### src/rtl/bus_region_router.sv
// Single-master to N-slave router: decodes the address region, forwards a registered
// request to the selected slave, and returns its data or an error with sticky fault capture.
module bus_region_router #(
    parameter int NUM_SLAVES  = 4,
    parameter int ADDR_W      = 32,
    parameter int DATA_W      = 32,
    parameter int REGION_BITS = 4,
    parameter logic [NUM_SLAVES*REGION_BITS-1:0] SLAVE_REGIONS = {4'h3, 4'h2, 4'h1, 4'h0},
    parameter bit STRIP_REGION = 1'b1,
    parameter int TIMEOUT      = 255
) (
    input  logic                         i_clock,
    input  logic                         i_reset_n,
    input  logic                         i_request,
    input  logic                         i_rw,
    input  logic [ADDR_W-1:0]            i_address,
    input  logic [DATA_W-1:0]            i_wdata,
    output logic [DATA_W-1:0]            o_rdata,
    output logic                         o_ready,
    output logic                         o_error,
    output logic [NUM_SLAVES-1:0]        o_slave_request,
    output logic                         o_slave_rw,
    output logic [ADDR_W-1:0]            o_slave_address,
    output logic [DATA_W-1:0]            o_slave_wdata,
    input  logic [NUM_SLAVES*DATA_W-1:0] i_slave_rdata,
    input  logic [NUM_SLAVES-1:0]        i_slave_ready,
    input  logic                         i_fault_clear,
    output logic                         o_fault,
    output logic [1:0]                   o_fault_cause,
    output logic [ADDR_W-1:0]            o_fault_address,
    output logic                         o_fault_rw
);

    localparam int SEL_W = (NUM_SLAVES > 1) ? $clog2(NUM_SLAVES) : 1;
    localparam int CNT_W = (TIMEOUT > 1) ? $clog2(TIMEOUT) : 1;
    localparam logic [ADDR_W-1:0] REGION_MASK =
        {{REGION_BITS{1'b1}}, {(ADDR_W-REGION_BITS){1'b0}}};
    localparam logic [1:0] CAUSE_UNMAPPED = 2'b01;
    localparam logic [1:0] CAUSE_TIMEOUT  = 2'b10;

    typedef enum logic [1:0] {IDLE, ACCESS, RESPOND} state_t;

    state_t             state;
    logic [SEL_W-1:0]   sel_q;
    logic [CNT_W-1:0]   count;
    logic               err_q;
    logic [ADDR_W-1:0]  addr_q;

    logic               dec_hit;
    logic [SEL_W-1:0]   dec_sel;
    logic               sel_ready;
    logic [DATA_W-1:0]  sel_rdata;
    logic               timeout_hit;
    logic               miss_event;
    logic               timeout_event;

    // Descending scan so the lowest matching slave index is the one left standing.
    always_comb begin
        dec_hit = 1'b0;
        dec_sel = '0;
        for (int k = NUM_SLAVES - 1; k >= 0; k--) begin
            if (i_address[ADDR_W-1 -: REGION_BITS] == SLAVE_REGIONS[k*REGION_BITS +: REGION_BITS]) begin
                dec_hit = 1'b1;
                dec_sel = SEL_W'(k);
            end
        end
    end

    assign sel_ready     = i_slave_ready[sel_q];
    assign sel_rdata     = i_slave_rdata[int'(sel_q)*DATA_W +: DATA_W];
    assign timeout_hit   = (TIMEOUT != 0) && (count == CNT_W'(TIMEOUT - 1));
    assign miss_event    = (state == IDLE) && i_request && !dec_hit;
    assign timeout_event = (state == ACCESS) && !sel_ready && timeout_hit;

    // NOTE: every register below uses <= so all updates see the same pre-edge values.
    always_ff @(posedge i_clock or negedge i_reset_n) begin
        if (!i_reset_n) begin
            state           <= IDLE;
            sel_q           <= '0;
            count           <= '0;
            err_q           <= 1'b0;
            addr_q          <= '0;
            o_rdata         <= '0;
            o_ready         <= 1'b0;
            o_error         <= 1'b0;
            o_slave_request <= '0;
            o_slave_rw      <= 1'b0;
            o_slave_address <= '0;
            o_slave_wdata   <= '0;
        end else begin
            case (state)
                IDLE: begin
                    o_ready <= 1'b0;
                    o_error <= 1'b0;
                    if (i_request) begin
                        addr_q          <= i_address;
                        o_slave_rw      <= i_rw;
                        o_slave_address <= STRIP_REGION ? (i_address & ~REGION_MASK) : i_address;
                        o_slave_wdata   <= i_wdata;
                        o_rdata         <= '0;
                        count           <= '0;
                        sel_q           <= dec_sel;
                        if (dec_hit) begin
                            o_slave_request <= NUM_SLAVES'(1) << dec_sel;
                            err_q           <= 1'b0;
                            state           <= ACCESS;
                        end else begin
                            err_q <= 1'b1;
                            state <= RESPOND;
                        end
                    end
                end
                ACCESS: begin
                    // Ready is tested first so a ready landing on the timeout cycle completes cleanly.
                    if (sel_ready) begin
                        o_rdata         <= o_slave_rw ? '0 : sel_rdata;
                        o_slave_request <= '0;
                        state           <= RESPOND;
                    end else if (timeout_hit) begin
                        o_slave_request <= '0;
                        err_q           <= 1'b1;
                        state           <= RESPOND;
                    end else begin
                        count <= count + CNT_W'(1);
                    end
                end
                RESPOND: begin
                    if (i_request) begin
                        o_ready <= 1'b1;
                        o_error <= err_q;
                    end else begin
                        o_ready <= 1'b0;
                        o_error <= 1'b0;
                        state   <= IDLE;
                    end
                end
                default: state <= IDLE;
            endcase
        end
    end

    // Sticky first-fault capture; a clear coinciding with a new fault still records it.
    always_ff @(posedge i_clock or negedge i_reset_n) begin
        if (!i_reset_n) begin
            o_fault         <= 1'b0;
            o_fault_cause   <= 2'b00;
            o_fault_address <= '0;
            o_fault_rw      <= 1'b0;
        end else begin
            if (i_fault_clear) begin
                o_fault         <= 1'b0;
                o_fault_cause   <= 2'b00;
                o_fault_address <= '0;
                o_fault_rw      <= 1'b0;
            end
            if ((miss_event || timeout_event) && (!o_fault || i_fault_clear)) begin
                o_fault         <= 1'b1;
                o_fault_cause   <= miss_event ? CAUSE_UNMAPPED : CAUSE_TIMEOUT;
                o_fault_address <= miss_event ? i_address : addr_q;
                o_fault_rw      <= miss_event ? i_rw : o_slave_rw;
            end
        end
    end

endmodule

### config.mk
export PLATFORM = sky130hd
export DESIGN_NAME = bus_region_router
export DESIGN_NICKNAME = d
export VERILOG_FILES = /design/src/rtl/bus_region_router.sv
export SDC_FILE = /design/constraint.sdc
export NUM_CORES = 1
export LEC_CHECK = 0
export BUFFER_PORTS_ARGS = -buffer_cell sky130_fd_sc_hd__buf_2
export CAP_MARGIN = 15
export CORE_MARGIN = 2
export CORE_UTILIZATION = 46
export CTS_CLUSTER_SIZE = 40
export DETAILED_ROUTE_END_ITERATION = 8
export GPL_TIMING_DRIVEN = 0
export HOLD_SLACK_MARGIN = 0.05
export PLACE_DENSITY_LB_ADDON = 0.15
export SYNTH_ARGS = -nofsm -noshare
export SYNTH_HDL_FRONTEND = slang
export SYNTH_SLANG_ARGS = --single-unit
### constraint.sdc
create_clock -name i_clock -period 5.4 [get_ports i_clock]
set_clock_uncertainty 0.15 [all_clocks]
set_input_delay 1.35 -clock i_clock [delete_from_list [all_inputs] [get_ports i_clock]]
set_output_delay 1.35 -clock i_clock [all_outputs]
set_load 0.1 [all_outputs]
== Yosys cells after proc, flatten, opt, wreduce, memory -nomap -nowiden ==
Cells that the tools add are included.
Widths: inputs -> output; s select.

* Add/sub/neg operators: 1
* $lt $le $gt $ge: 1
* Equality and inequality tests: 14
* Shifts and indexed selects: 2
* Muxes and demuxes: 48
* Reduce and logical (&&, ||, !) cells: 21

{| class="wikitable"
|+ Operators by type and width
! cell !! count
|-
| $mux 32 || 6
|-
| $shiftx 128x8->32 || 1
|-
| $pmux 32 s2 || 1
|-
| $mux 2 || 12
|-
| $mux 8 || 3
|-
| $mux 4 || 4
|-
| $pmux 8 s2 || 1
|-
| $mux 1 || 15
|-
| $ne 2x2->1 const B || 7
|-
| $reduce_and 4->1 || 3
|-
| $add 8x1->8 const B || 1
|-
| $eq 4x2->1 const B || 2
|-
| $eq 8x8->1 const B || 1
|-
| $pmux 4 s2 || 1
|-
| $pmux 1 s2 || 3
|-
| $pmux 2 s3 || 1
|-
| $reduce_and 3->1 || 2
|-
| $reduce_bool 2->1 || 3
|-
| $logic_and 1x1->1 || 5
|-
| $eq 4x1->1 const B || 1
|-
| $logic_not 4->1 || 1
|-
| $shl 1x2->4 const A || 1
|-
| $logic_not 1->1 || 3
|-
| $lt 2x3->1 const B || 1
|-
| 7 further kinds || 8
|}

* Register bits: 180
* Input bits: 201

== Longest topological paths before layout ==
* Depth after elaboration: 10
* Mapped depth: 7

== Worst setup path before layout ==
No wires, ideal clock.

* Path type: input-to-reg
* Start: input i_address[30]
* End: register o_slave_request[1]
* Setup time: 125 ps
* Arrival time: 2,588 ps
* Setup slack: 2,536 ps
* Cell stages on the path: 4
* Path through: nor2_1 > a21oi_1 > a211oi_2 > mux2_2

* Word-level cells in the longest chain between the ends: 9
* Elaborated cells on any way between the ends: 18

{| class="wikitable"
|+ Ends and longest elaborated chain
! what !! line !! source
|-
| from (decl) || 16 || <nowiki>input logic [ADDR_W-1:0] i_address,</nowiki>
|-
| $eq 4x2->1 || 62 || <nowiki>if (i_address[ADDR_W-1 -: REGION_BITS] == SLAVE_REGIONS[k*REGION_BITS +: REGION_BITS]) begin</nowiki>
|-
| $mux 2 (4 in a row) || 62 ||
|-
| $shl 1x2->4 || 104 || <nowiki>o_slave_request <= NUM_SLAVES'(1) << dec_sel;</nowiki>
|-
| $mux 4 || 103 || <nowiki>if (dec_hit) begin</nowiki>
|-
| $mux 4 || 95 || <nowiki>if (i_request) begin</nowiki>
|-
| $pmux 4 s2 || 91 || <nowiki>case (state)</nowiki>
|-
| to (signal assigned) || 104 ||
|-
| to (decl) || 21 || <nowiki>output logic [NUM_SLAVES-1:0] o_slave_request,</nowiki>
|}

Several ways; a longest one is shown, not always the timed one. The select of a mux whose other input is x is not followed.
A chain may end at the register's enable or synchronous reset.

==> impl_metrics.yaml <==
run_status:
  outcome: "completed"
min_path:
  hold_depth: 2
  worstHoldPathType: "flip-flop to flip-flop"
final_layout:
  drive_gt1_share_pct: 41.1
  mostFrequentLayoutCells: "342 x buf_2, 277 x nand2_1, 152 x dfrtp_1, 73 x mux2i_1, 42 x o21ai_0"
  fin_nets: 1311
  syn_to_final_growth_pct: 33.0
  final_common_cell: "buf_2"
  final_area_um2: 10300
  fin_util_pct: 62.3
  fillers: 1488
  stdcell_count: 1343
logic_synthesis:
  syn_inst: 750
  synth_edf_count: 0
  synth_seq_cells: 152
  ys_top_cells_by_area: "dfrtp_1 49%, nand2_1 13%, mux4_2 9.6%, mux2i_1 9.5%, buf_4 3.2%"
  synthDistinctLibCells: 43
  ys_warn_count: 0
  synth_area_leader_cell: "dfrtp_1"
  synthArstFlopShare_pct: 100
  synth_seq_area_share_pct: 49.3
  synth_top_area_share_pct: 49.3
  avgSynthCellArea_um2: 10.3
  synth_area_um2: 7710
  synth_top_flop_cell: "dfrtp_1"
setup_path:
  cp-end-kind: "primary output"
  arrival_ns: 1.34
  critPathKind: "flip-flop to primary output"
  worst_r2r_path_depth: 7
  crit_fanout: 3
  startpoint_type: "flip-flop"
  crit_required_ns: 3.90
sta:
  finalMaxSlewViolations: 0
  worstMarginPinSlew_ns: 0.726
  period_needed_ns: 2.84
  setup_viol: 0
  fin_hold_ws_ns: 0.318
  rsz0062_at_grt: "false"
  slew_headroom_pct: 51.6
  hold_violations: 0
  finalCritPeriodShare_pct: 52.5
  timing.fmax_ghz: 0.352
  tns_ns: 0
clock_network:
  cts_num_sinks: 152
  cts_hold_buffers: 0
  clk_latency_ns: 0.42
  cts_buffers: 17
  path_clk_slew_ns: 0.06
  tritoncts: "done"
  post-cts-setup-buffer-count: 0
  cts_resized: 0
  cts_htree_levels: 4
  cts-root-buf: "clkbuf_16"
  clk_path_buf_depth: 2
placed_design:
  io_buffers: 335
  dp_cells: 1309
  gp_congestion: 0.790
  place_area_um2: 9710
  hpwl_um: 16300
routing:
  ant_nets: 0
  first_pass_iters: 4
  vias: 6568
  drtIter0Drc: 291
  via_per_inst: 4.89
  wirelength_um: 21400
  wl_per_cell_um: 15.9
  drc: 0
global_route:
  antenna_found_initial: 1
  grt_pass1_wl_um: 33800
  grt_usage_pct: 24.2
  grt_overflow: 0
  grt_max_degree: 79
  grt_pass1_vias: 6661
run:
  maxCapViolCount: 0
floorplanning:
  core-area_um2: 16500
  io_pins: 340
  fp.dieW_um: 133
  rows: 47
  start_util_pct: 46.8
  die_y_um: 133
  fp.dieArea_um2: 17800
power_and_ir_drop:
  pwr-share-comb_pct: 46.2
  power.switching_uw: 2290
  swShare_pct: 48.7
  p_leak_uw: 0.00564
  p_int_uw: 2410
  p_clk_share_pct: 23.3
  p_per_area_nw_per_um2: 458
  power_frac_seq_pct: 30.5
  vdd_drop_max_mv: 0.293
worst max-delay path: stages (launching register included):
cell,delay [ns]
dfrtp_1,0.39
buf_4,0.12
buf_2,0.41
per-stage QoR:
step | total power (uW) | worst slack [ns]
floorplan | 3210 | 2.54
global placement | 3610 | 0.473
detailed placement | 3630 | 2.16
CTS | 4740 | 2.54
global route | 4900 | 2.43
finish | 4700 | 2.56
routing by layer:
layer	vias up	wire length (um)	GRT usage, %	part of all wire (%)
met5	-	0	0	0
met4	0	520	8.63	2.4
met3	32	1560	7.84	7.3
met2	221	10400	40.7	49
met1	3110	8850	29.4	41
li1	3205	-	-	-
cells in the mapped netlist (5+ instances only):
cell type and number:
buf_4 33, inv_1 5, mux4_2 33, buf_1 7, clkbuf_1 17, nand3_1 7, nor2_1 5, nand2_1 277
nand2b_1 36, mux2i_1 73, dfrtp_1 152, o21ai_0 42, buf_6 11, buf_2 8
flip-flops by register name (all words and copies together) (netlist names):
name	count
o_fault	1
addr_q	32
o_ready	1
count	8
o_slave_wdata	32
o_fault_rw	1
sel_q	2
o_rdata	32
o_fault_address	32
o_slave_request	4
o_slave_rw	1
o_fault_cause	2
state	2
err_q	1
o_error	1
cells by family (layout without fill, tap and decap cells):
kind of cell	after synthesis	count (layout)	synth area share (%)
simple gates	345	345	19.1
flops	152	152	49.3
mux	108	108	19.4
buf+inv	82	450	6.82
compound gates	60	60	4.92
fa+ha+maj	2	2	0.325
other cells	1	6	0.0486
power by group through the flow:
stage | Sequential, uW | Clock [uW] | Combinational (uW)
after floorplan | 2310 | 0 | 903
after global placement | 1450 | 0 | 2170
after detailed placement | 1450 | 0 | 2180
after CTS | 1430 | 1120 | 2190
after global routing | 1460 | 1170 | 2270
final | 1430 | 1090 | 2170
worst paths after layout:
check / startpoint / end / slack, ns
hold reg to reg: o_slave_wdata[15] / o_slave_wdata[15] / 0.32
setup reg to reg: state[1] / addr_q[8] / 3.18
hold / removal: o_slave_wdata[15] / o_slave_wdata[15] / 0.32
setup / recovery: addr_q[8] / o_slave_address[8] / 2.56
max in group asynchronous: i_reset_n / o_slave_wdata[12] / 3.46
min in group asynchronous: i_reset_n / o_fault_address[5] / 0.80
final cells by class:
cell class                      count  area (um^2)  area share [%]
Sequential cell                   152         3800            37.1
Multi-Input combinational cell    519         3390            33.1
Timing Repair Buffer              336         1710            16.7
Buffer                             77          507            4.94
Clock buffer                       23          478            4.66
Tap cell                          220          275            2.68
Clock inverter                      9         67.6           0.659
Inverter                            5         18.8           0.183
Antenna cell                        2         5.00          0.0488
(Power assumes the default switching activity.)
